`config.mk`:
```
export PLATFORM = sky130hd
export DESIGN_NAME = ula_arbitro
export DESIGN_NICKNAME = d
export VERILOG_FILES = /design/src/rtl/ula_pkg.sv /design/src/rtl/ula_arbitro_ula.sv /design/src/rtl/ula_arbitro.sv
export SDC_FILE = /design/constraint.sdc
export NUM_CORES = 1
export LEC_CHECK = 0
export CAP_MARGIN = 20
export CORE_AREA = 3 3 132 83
export DETAILED_ROUTE_END_ITERATION = 10
export DIE_AREA = 0 0 135 86
export DONT_BUFFER_PORTS = 1
export PLACE_DENSITY = 0.89
export SYNTH_ARGS = -nofsm -noshare
export SYNTH_HDL_FRONTEND = slang
export SYNTH_HIERARCHICAL = 1
export SYNTH_SLANG_ARGS = --single-unit
```
`constraint.sdc`:
```
create_clock -name clk -period 4.7 [get_ports clk]
set_input_delay 1.175 -clock clk [delete_from_list [all_inputs] [get_ports clk]]
set_output_delay 1.175 -clock clk [all_outputs]
set_load 0.01 [all_outputs]
```
`src/rtl/ula_pkg.sv`:
```
// ula_pkg: shared widths, FSM state encoding, latched-operation struct and
// the control codes understood by the ULA.
package ula_pkg;

    localparam int LARGURA   = 16;
    localparam int LARG_CTRL = 5;

    typedef enum logic [1:0] {
        OCIOSO   = 2'd0,
        EXECUTA  = 2'd1,
        RESPONDE = 2'd2
    } estado_t;

    typedef struct packed {
        logic [LARGURA-1:0]   opA;
        logic [LARGURA-1:0]   opB;
        logic [LARG_CTRL-1:0] ctrl;
    } op_t;

    // ULA control codes; every other code yields zero.
    localparam logic [LARG_CTRL-1:0] ULA_SOMA  = 5'd0;
    localparam logic [LARG_CTRL-1:0] ULA_SUB   = 5'd1;
    localparam logic [LARG_CTRL-1:0] ULA_AND   = 5'd2;
    localparam logic [LARG_CTRL-1:0] ULA_OR    = 5'd3;
    localparam logic [LARG_CTRL-1:0] ULA_XOR   = 5'd4;
    localparam logic [LARG_CTRL-1:0] ULA_NOT   = 5'd5;
    localparam logic [LARG_CTRL-1:0] ULA_SHL   = 5'd6;
    localparam logic [LARG_CTRL-1:0] ULA_SHR   = 5'd7;
    localparam logic [LARG_CTRL-1:0] ULA_PASSA = 5'd8;
    localparam logic [LARG_CTRL-1:0] ULA_PASSB = 5'd9;

endpackage

```
`src/rtl/ula_arbitro_ula.sv`:
```
// ula: purely combinational arithmetic/logic unit.
// Ports:
//   operandoA, operandoB : LARGURA-bit operands
//   controle             : LARG_CTRL-bit operation select
//   resultadoOp          : LARGURA-bit result, same width as the operands
module ula
    import ula_pkg::*;
(
    input  logic [LARGURA-1:0]   operandoA,
    input  logic [LARGURA-1:0]   operandoB,
    input  logic [LARG_CTRL-1:0] controle,
    output logic [LARGURA-1:0]   resultadoOp
);

    // Operation decode; shifts use only the low 4 bits of operandoB.
    always_comb begin
        resultadoOp = '0;
        case (controle)
            ULA_SOMA:  resultadoOp = operandoA + operandoB;
            ULA_SUB:   resultadoOp = operandoA - operandoB;
            ULA_AND:   resultadoOp = operandoA & operandoB;
            ULA_OR:    resultadoOp = operandoA | operandoB;
            ULA_XOR:   resultadoOp = operandoA ^ operandoB;
            ULA_NOT:   resultadoOp = ~operandoA;
            ULA_SHL:   resultadoOp = operandoA << operandoB[3:0];
            ULA_SHR:   resultadoOp = operandoA >> operandoB[3:0];
            ULA_PASSA: resultadoOp = operandoA;
            ULA_PASSB: resultadoOp = operandoB;
            default:   resultadoOp = '0;
        endcase
    end

endmodule

```
`src/rtl/ula_arbitro.sv`:
```
// ula_arbitro: shares one ULA between two requesters with round-robin
// arbitration. One operation in flight: accept, execute, respond.
// Ports:
//   clk, rst            : clock and synchronous active-high reset
//   req_valid/req_ready : per-requester handshake (bit i = requester i)
//   opA0/opB0/ctrl0     : operation of requester 0
//   opA1/opB1/ctrl1     : operation of requester 1
//   resp_valid/ready    : result handshake towards the consumer
//   resp_id             : requester that issued the held result
//   resultado           : registered ULA result
module ula_arbitro
    import ula_pkg::*;
(
    input  logic                 clk,
    input  logic                 rst,
    input  logic [1:0]           req_valid,
    output logic [1:0]           req_ready,
    input  logic [LARGURA-1:0]   opA0,
    input  logic [LARGURA-1:0]   opB0,
    input  logic [LARG_CTRL-1:0] ctrl0,
    input  logic [LARGURA-1:0]   opA1,
    input  logic [LARGURA-1:0]   opB1,
    input  logic [LARG_CTRL-1:0] ctrl1,
    output logic                 resp_valid,
    input  logic                 resp_ready,
    output logic                 resp_id,
    output logic [LARGURA-1:0]   resultado
);

    estado_t              state_r;
    estado_t              next_state_s;
    logic                 prior_r;
    logic                 resp_id_r;
    logic                 resp_valid_r;
    logic [LARGURA-1:0]   resultado_r;
    op_t                  op_r;
    op_t                  op0_s;
    op_t                  op1_s;
    logic                 grant_s;
    logic                 grant_valid_s;
    logic [1:0]           req_ready_s;
    logic [LARGURA-1:0]   ula_out_s;

    assign op0_s = '{opA: opA0, opB: opB0, ctrl: ctrl0};
    assign op1_s = '{opA: opA1, opB: opB1, ctrl: ctrl1};

    // Round-robin grant, ready generation and next-state decode.
    always_comb begin
        next_state_s  = state_r;
        grant_s       = prior_r;
        grant_valid_s = 1'b0;
        req_ready_s   = 2'b00;
        case (state_r)
            OCIOSO: begin
                if (req_valid[prior_r]) begin
                    grant_s       = prior_r;
                    grant_valid_s = 1'b1;
                end else if (req_valid[~prior_r]) begin
                    grant_s       = ~prior_r;
                    grant_valid_s = 1'b1;
                end else begin
                    grant_s       = prior_r;
                    grant_valid_s = 1'b0;
                end
                // ready is raised only towards a requester that is already
                // valid, so grant_valid_s is the accept condition
                if (grant_valid_s && !rst) begin
                    req_ready_s  = (grant_s) ? 2'b10 : 2'b01;
                    next_state_s = EXECUTA;
                end else begin
                    req_ready_s  = 2'b00;
                    next_state_s = OCIOSO;
                end
            end
            EXECUTA: begin
                next_state_s = RESPONDE;
            end
            RESPONDE: begin
                if (resp_ready) begin
                    next_state_s = OCIOSO;
                end else begin
                    next_state_s = RESPONDE;
                end
            end
            default: begin
                next_state_s = OCIOSO;
            end
        endcase
    end

    // State register; resp_valid is registered alongside it.
    always_ff @(posedge clk) begin
        if (rst) begin
            state_r      <= OCIOSO;
            resp_valid_r <= 1'b0;
        end else begin
            state_r      <= next_state_s;
            resp_valid_r <= (next_state_s == RESPONDE);
        end
    end

    // Operation latch, result capture and priority update.
    always_ff @(posedge clk) begin
        if (rst) begin
            prior_r     <= 1'b0;
            resp_id_r   <= 1'b0;
            resultado_r <= '0;
            op_r        <= '0;
        end else begin
            case (state_r)
                OCIOSO: begin
                    if (grant_valid_s) begin
                        op_r      <= (grant_s) ? op1_s : op0_s;
                        resp_id_r <= grant_s;
                    end
                end
                EXECUTA: begin
                    resultado_r <= ula_out_s;
                end
                RESPONDE: begin
                    // the requester just served loses priority next round
                    if (resp_ready) begin
                        prior_r <= ~resp_id_r;
                    end
                end
                default: begin
                    prior_r <= prior_r;
                end
            endcase
        end
    end

    ula u_ula (
        .operandoA   (op_r.opA),
        .operandoB   (op_r.opB),
        .controle    (op_r.ctrl),
        .resultadoOp (ula_out_s)
    );

    assign req_ready  = req_ready_s;
    assign resp_valid = resp_valid_r;
    assign resp_id    = resp_id_r;
    assign resultado  = resultado_r;

endmodule

```
Word level (Yosys, flattened, before mapping)

Index checks and enable logic that the tools add are counted.

Shifts and indexed selects: 2
Bitwise operators: 6
Add/sub/neg operators: 2
Magnitude comparators: 2
Equality and inequality tests: 12
Muxes and demuxes: 20
Reduce and logical (&&, ||, !) cells: 6

Operator list:

| cell                                                                  | count |
|---|---|
| 16-bit one-hot mux with 10 select lines                               | 1 |
| 37-bit two-way mux                                                    | 1 |
| 5-bit by 3-bit == test with 1-bit output (second input constant)      | 4 |
| 16-bit adder                                                          | 1 |
| 16-bit AND                                                            | 1 |
| 16-bit NOT                                                            | 1 |
| 16-bit OR                                                             | 1 |
| 16-bit by 4-bit << shifter with 16-bit output                         | 1 |
| 16-bit by 4-bit right shift with 16-bit output                        | 1 |
| 16-bit subtractor                                                     | 1 |
| 16-bit bitwise XOR                                                    | 1 |
| 1-bit two-way mux                                                     | 13 |
| 5-bit by 2-bit == test with 1-bit output (second input constant)      | 2 |
| 5-bit by 4-bit == test with 1-bit output (second input constant)      | 2 |
| 2-bit two-way mux                                                     | 4 |
| 2-bit one-hot mux with 3 select lines                                 | 1 |
| 5-bit by 1-bit == test with 1-bit output (second input constant)      | 1 |
| 5-bit logical NOT                                                     | 1 |
| 2-bit == test (second input constant)                                 | 2 |
| 1-bit by 2-bit < comparator with 1-bit output (second input constant) | 2 |
| 2-bit AND reduction                                                   | 2 |
| 2-bit by 1-bit == test with 1-bit output (second input constant)      | 1 |
| 2-bit logical NOT                                                     | 1 |
| 1-bit NOT                                                             | 2 |
| 2 further kinds                                                       | 2 |

Bits in registers: 58
Bits of input ports: 79

Depth between registers and ports, before layout

Word-level depth: 10
Gate-level depth with buffers: 16
Depth with buffers taken out: 14

Cells and area by module

Netlist, hierarchy kept.

Modules (own cells, without submodules):

| module      | times used | area each (sq um) | sequential area each (sq um) | cells each |
|---|---|---|---|---|
| ula         | 1          | 3791.1            | 0.0                          | 514 |
| ula_arbitro | 1          | 2618.8            | 1161.1                       | 310 |

Worst setup path before layout

Ideal clock, no wire load.

Kind: register to register
Start point: register op_r[1] (netlist bit)
End point: register resultado_r[14], in the netlist resultado[14]
Buffers on the path: 2
Period minus slack after synthesis: 3384 ps
Data required time: 4630 ps
Path slack: 1316 ps
Data arrival time: 3314 ps
Setup time: 70 ps
Stages on the path, launching flop included: 15
Path through: dfxtp_1 > buf_2 > nand2b_1 > nor4_4 > buf_2 > mux2i_1 > fa_1 > a21o_1 > a221oi_1 > o211ai_1 > nand3_1 > mux2_2 > o21ai_0 > nand2_1 > a21oi_1

Cells in the longest elaborated chain, start to end: 2
Elaborated cells on any way between the ends: 11
Classes of those cells: 9 x eq/ne; 1 x mux; 1 x reduce/logical

Ends and longest elaborated chain:

| element                                                          | RTL line              | RTL |
|---|---|---|
| from (decl)                                                      | ula_arbitro.sv:36     | `op_t op_r;` |
| from (signal assigned)                                           | ula_arbitro.sv:113    | `op_r <= (grant_s) ? op1_s : op0_s;` |
| 5-bit by 4-bit == test with 1-bit output (tied with other cells) | ula_arbitro_ula.sv:18 | `case (controle)` |
| 16-bit one-hot mux with 10 select lines (*)                      | ula_arbitro_ula.sv:18 |  |
| named net ula_out_s[14]                                          | ula_arbitro.sv:42     | `logic [LARGURA-1:0] ula_out_s;` |
| to (signal assigned)                                             | ula_arbitro.sv:118    | `resultado_r <= ula_out_s;` |
| to (decl)                                                        | ula_arbitro.sv:35     | `logic [LARGURA-1:0] resultado_r;` |

The timed path passes the listed nets; every way through them passes the cells marked *.
A chain may end at the register's enable or synchronous reset.

Worst setup path after layout

Start point: register op_r[0] (netlist bit)
End point: register resultado_r[14], in the netlist resultado[14]

Same word-level chain as after synthesis.

==> results.sh <==
export IMPL_crit_fanout=15
export IMPL_num_fill_cells=818
export IMPL_use_met2=0.559
export IMPL_slowest_stage="dfxtp_1"
export IMPL_rsz0062_at_grt="no"
export IMPL_finalSetupViolations=0
export IMPL_post_route_min_period_ps=3810
export IMPL_crit_cells=13
export IMPL_max_cap_viol_count=0
export IMPL_period_share=0.811
export IMPL_yosysSeqAreaShare=0.181
export IMPL_syn_area_um2=6410
export IMPL_syn_avg_cell_area_um2=7.78
export IMPL_initial_core_util=0.656
export IMPL_setup_tns_ps=0
export IMPL_synth_top_area_share=0.181
export IMPL_arrival_ps=4060
export IMPL_relSlewSlack=0.261
export IMPL_rows=28
export IMPL_core_um2=9770
export IMPL_whs_path_depth=2
export IMPL_clockRootBuffer="clkbuf_16"
export IMPL_cts_repair_resized=0
export IMPL_synth_edf_count=0
export IMPL_synth_ff_type="dfxtp_1"
export IMPL_syn_nets=953
export IMPL_async_flop_share=0
export IMPL_grt_pass1_wl_um=33900
export IMPL_synth_top_cell_by_area="dfxtp_1"
export IMPL_cts_hold_buf=0
export IMPL_pwr_density_cell_nw_per_um2=411
export IMPL_vias=6564
export IMPL_wirelength_um=22300
export IMPL_leakagePower_uw=0.00251
export IMPL_ir_worst_vdd_mv=0.275
export IMPL_report_final_hold_viol_count=0
export IMPL_status="finished clean"
export IMPL_ys_warn_count=6
export IMPL_slew_violations=0
export IMPL_clk_latency_ps=320
export IMPL_nNetsFinal=906
export IMPL_cts_sinks=58
export IMPL_post_route_drc_count=0
export IMPL_clkSlewWorstSetupHoldPaths_ps=50
export IMPL_gp_congestion=1.08
export IMPL_tightest_slew_ps=1100
export IMPL_wl_per_cell_um=24.3
export IMPL_area_delta_synth_final_pct=3.88
export IMPL_yosysMostFrequentCell="nand2_1"
export IMPL_grt_overflow=0
export IMPL_clockBufferDepth=2
export IMPL_ant_nets=0
export IMPL_syn_inst=824
export IMPL_crit_type="reg -> reg"
export IMPL_die_y_um=86
export IMPL_vias_per_cell=7.16
export IMPL_die_w_um=135
export IMPL_use_met3=0.121
export IMPL_tritoncts="built"
export IMPL_io_pin_count=99
export IMPL_crit_family="compound AO/OA/AOI/OAI gates"
export IMPL_portBuffers=0
export IMPL_hold_class="reg -> reg"
export IMPL_antenna_cells=0
export IMPL_place_hpwl_um=16400
export IMPL_yosysUniqueCellTypes=75
export IMPL_fmax_mhz=262
export IMPL_track_usage=0.376
export IMPL_yosys_register_bits=58
export IMPL_worst_setup_path_start_kind="flop"
export IMPL_drtIter0Drc=847
export IMPL_h_tree_depth=3
export IMPL_crit_buf_inv=1
export IMPL_dp_cells=900
export IMPL_die_area_um2=11600
export IMPL_cpPeakStageDelay_ps=590
export IMPL_grt_pass1_vias=6094
export IMPL_end_kind="flop"
export IMPL_gr_usage_met1=0.527
export IMPL_worstPathCellList="nand2b_1, nor4_4, buf_4, mux2i_1, fa_1, a21o_1, a221oi_1, o211ai_1, nand3_1, mux2_2, o21ai_0, nand2_1, a21oi_1"
export IMPL_yosys_top_cells_area="dfxtp_1, ha_1, nand2_1"
export IMPL_reg2reg_depth=13
export IMPL_dr_pass1_iters=6
export IMPL_cts_buffers=9
export IMPL_fin_cells=917
export IMPL_skew_ps=6.69
export IMPL_place_area_um2=6300
export IMPL_antenna_found_initial=1
export IMPL_synth_top_cells_by_count="nand2_1, nor2_1, a21oi_1"
export IMPL_cts_post_setup_buffers_inserted=0
export IMPL_grt_max_degree=75
export IMPL_crit_required_ps=4950
export IMPL_grt_busiest_layer="met2"
export IMPL_fin_area_um2=6660
export IMPL_drive_gt1_frac=0.128
[layer usage]
| metal | routed length [µm] | vias up |
|---|---|---|
| met2 | 9180 | 491 |
| met1 | 9380 | 3081 |
| met5 | 13 | - |
| met3 | 3030 | 81 |
| li1 | - | 2909 |
| met4 | 677 | 2 |
[cell usage in the layout, fill, tap and decap left out, drive strengths merged, types with 3 or more instances in the layout]
master	Yosys	layout
a221o	4	4
a311oi	38	38
nand2	144	144
xnor2	21	21
nand4	3	3
nor2	90	90
buf	38	9
ha	49	49
o221ai	4	4
or3	4	4
nor3	18	18
o22ai	8	8
o211ai	13	13
a21oi	59	59
a211oi	8	8
xor2	4	4
a211o	9	9
clkbuf	29	12
nor3b	3	3
o21ai	25	25
mux4	11	11
nand2b	12	12
mux2	13	13
nor4	15	15
inv	38	38
a31oi	8	8
nand3	8	8
o32ai	3	3
a221oi	4	4
mux2i	26	26
a22oi	10	10
dfxtp	58	58
nor2b	6	6
a21o	4	4
and3	4	4
[tightest hold or removal path, cell delays in order, from the launching register on]
cell,delay [ps]
dfxtp_1,340
nand2_1,60
a21oi_1,50
[registers in the layout (all words and copies together) (netlist names)]
name	flops
op_r	37
prior_r	1
resp_id	1
resp_valid	1
resultado	16
state_r	2
[stage by stage]
stage          setup WS [ps]   util  total power [µW]  hold slack (ps)
3_3_place_gp            1050  0.645              1900              490
2_1_floorplan           1320      -              1630              481
6_report                 889  0.681              2740              499
3_5_place_dp            1000  0.645              1940              490
5_1_grt                  571  0.681              2850              529
4_1_cts                  976  0.678              2670              497
[path summary, 6_finish.rpt]
check / from / to / slack (ps)
min reg2reg: resultado[6] / resultado[6] / 500
min: resultado[6] / resultado[6] / 500
max: op_r[0] / resultado[14] / 890
max reg2reg: op_r[0] / resultado[14] / 890
[logic make-up (layout without fill, tap and decap cells)]
kind of cell | after synthesis | count (layout) | synth area share
AND/OR/NAND/NOR | 319 | 319 | 0.234
adder cells (fa/ha/maj) | 50 | 50 | 0.0988
flip-flops | 58 | 58 | 0.181
XOR/XNOR | 25 | 25 | 0.0353
AO/OA/AOI/OAI | 217 | 217 | 0.270
multiplexers | 50 | 50 | 0.102
buffers and inverters | 105 | 63 | 0.0781
[power by group]
part	internal, µW	switching (µW)
combinational	510	777
sequential	553	166
clock	493	236
total	1560	1180
[layout make-up]
type | count | area (µm²) | share of cell area
multi-input cells | 661 | 4770 | 0.716
flip-flops and latches | 58 | 1160 | 0.175
clock buffers | 12 | 256 | 0.0385
well taps | 135 | 169 | 0.0254
inverters | 38 | 143 | 0.0214
repair buffers | 9 | 87.6 | 0.0132
clock inverters | 4 | 73.8 | 0.0111
Note: power is estimated with default switching activity, not from simulation.
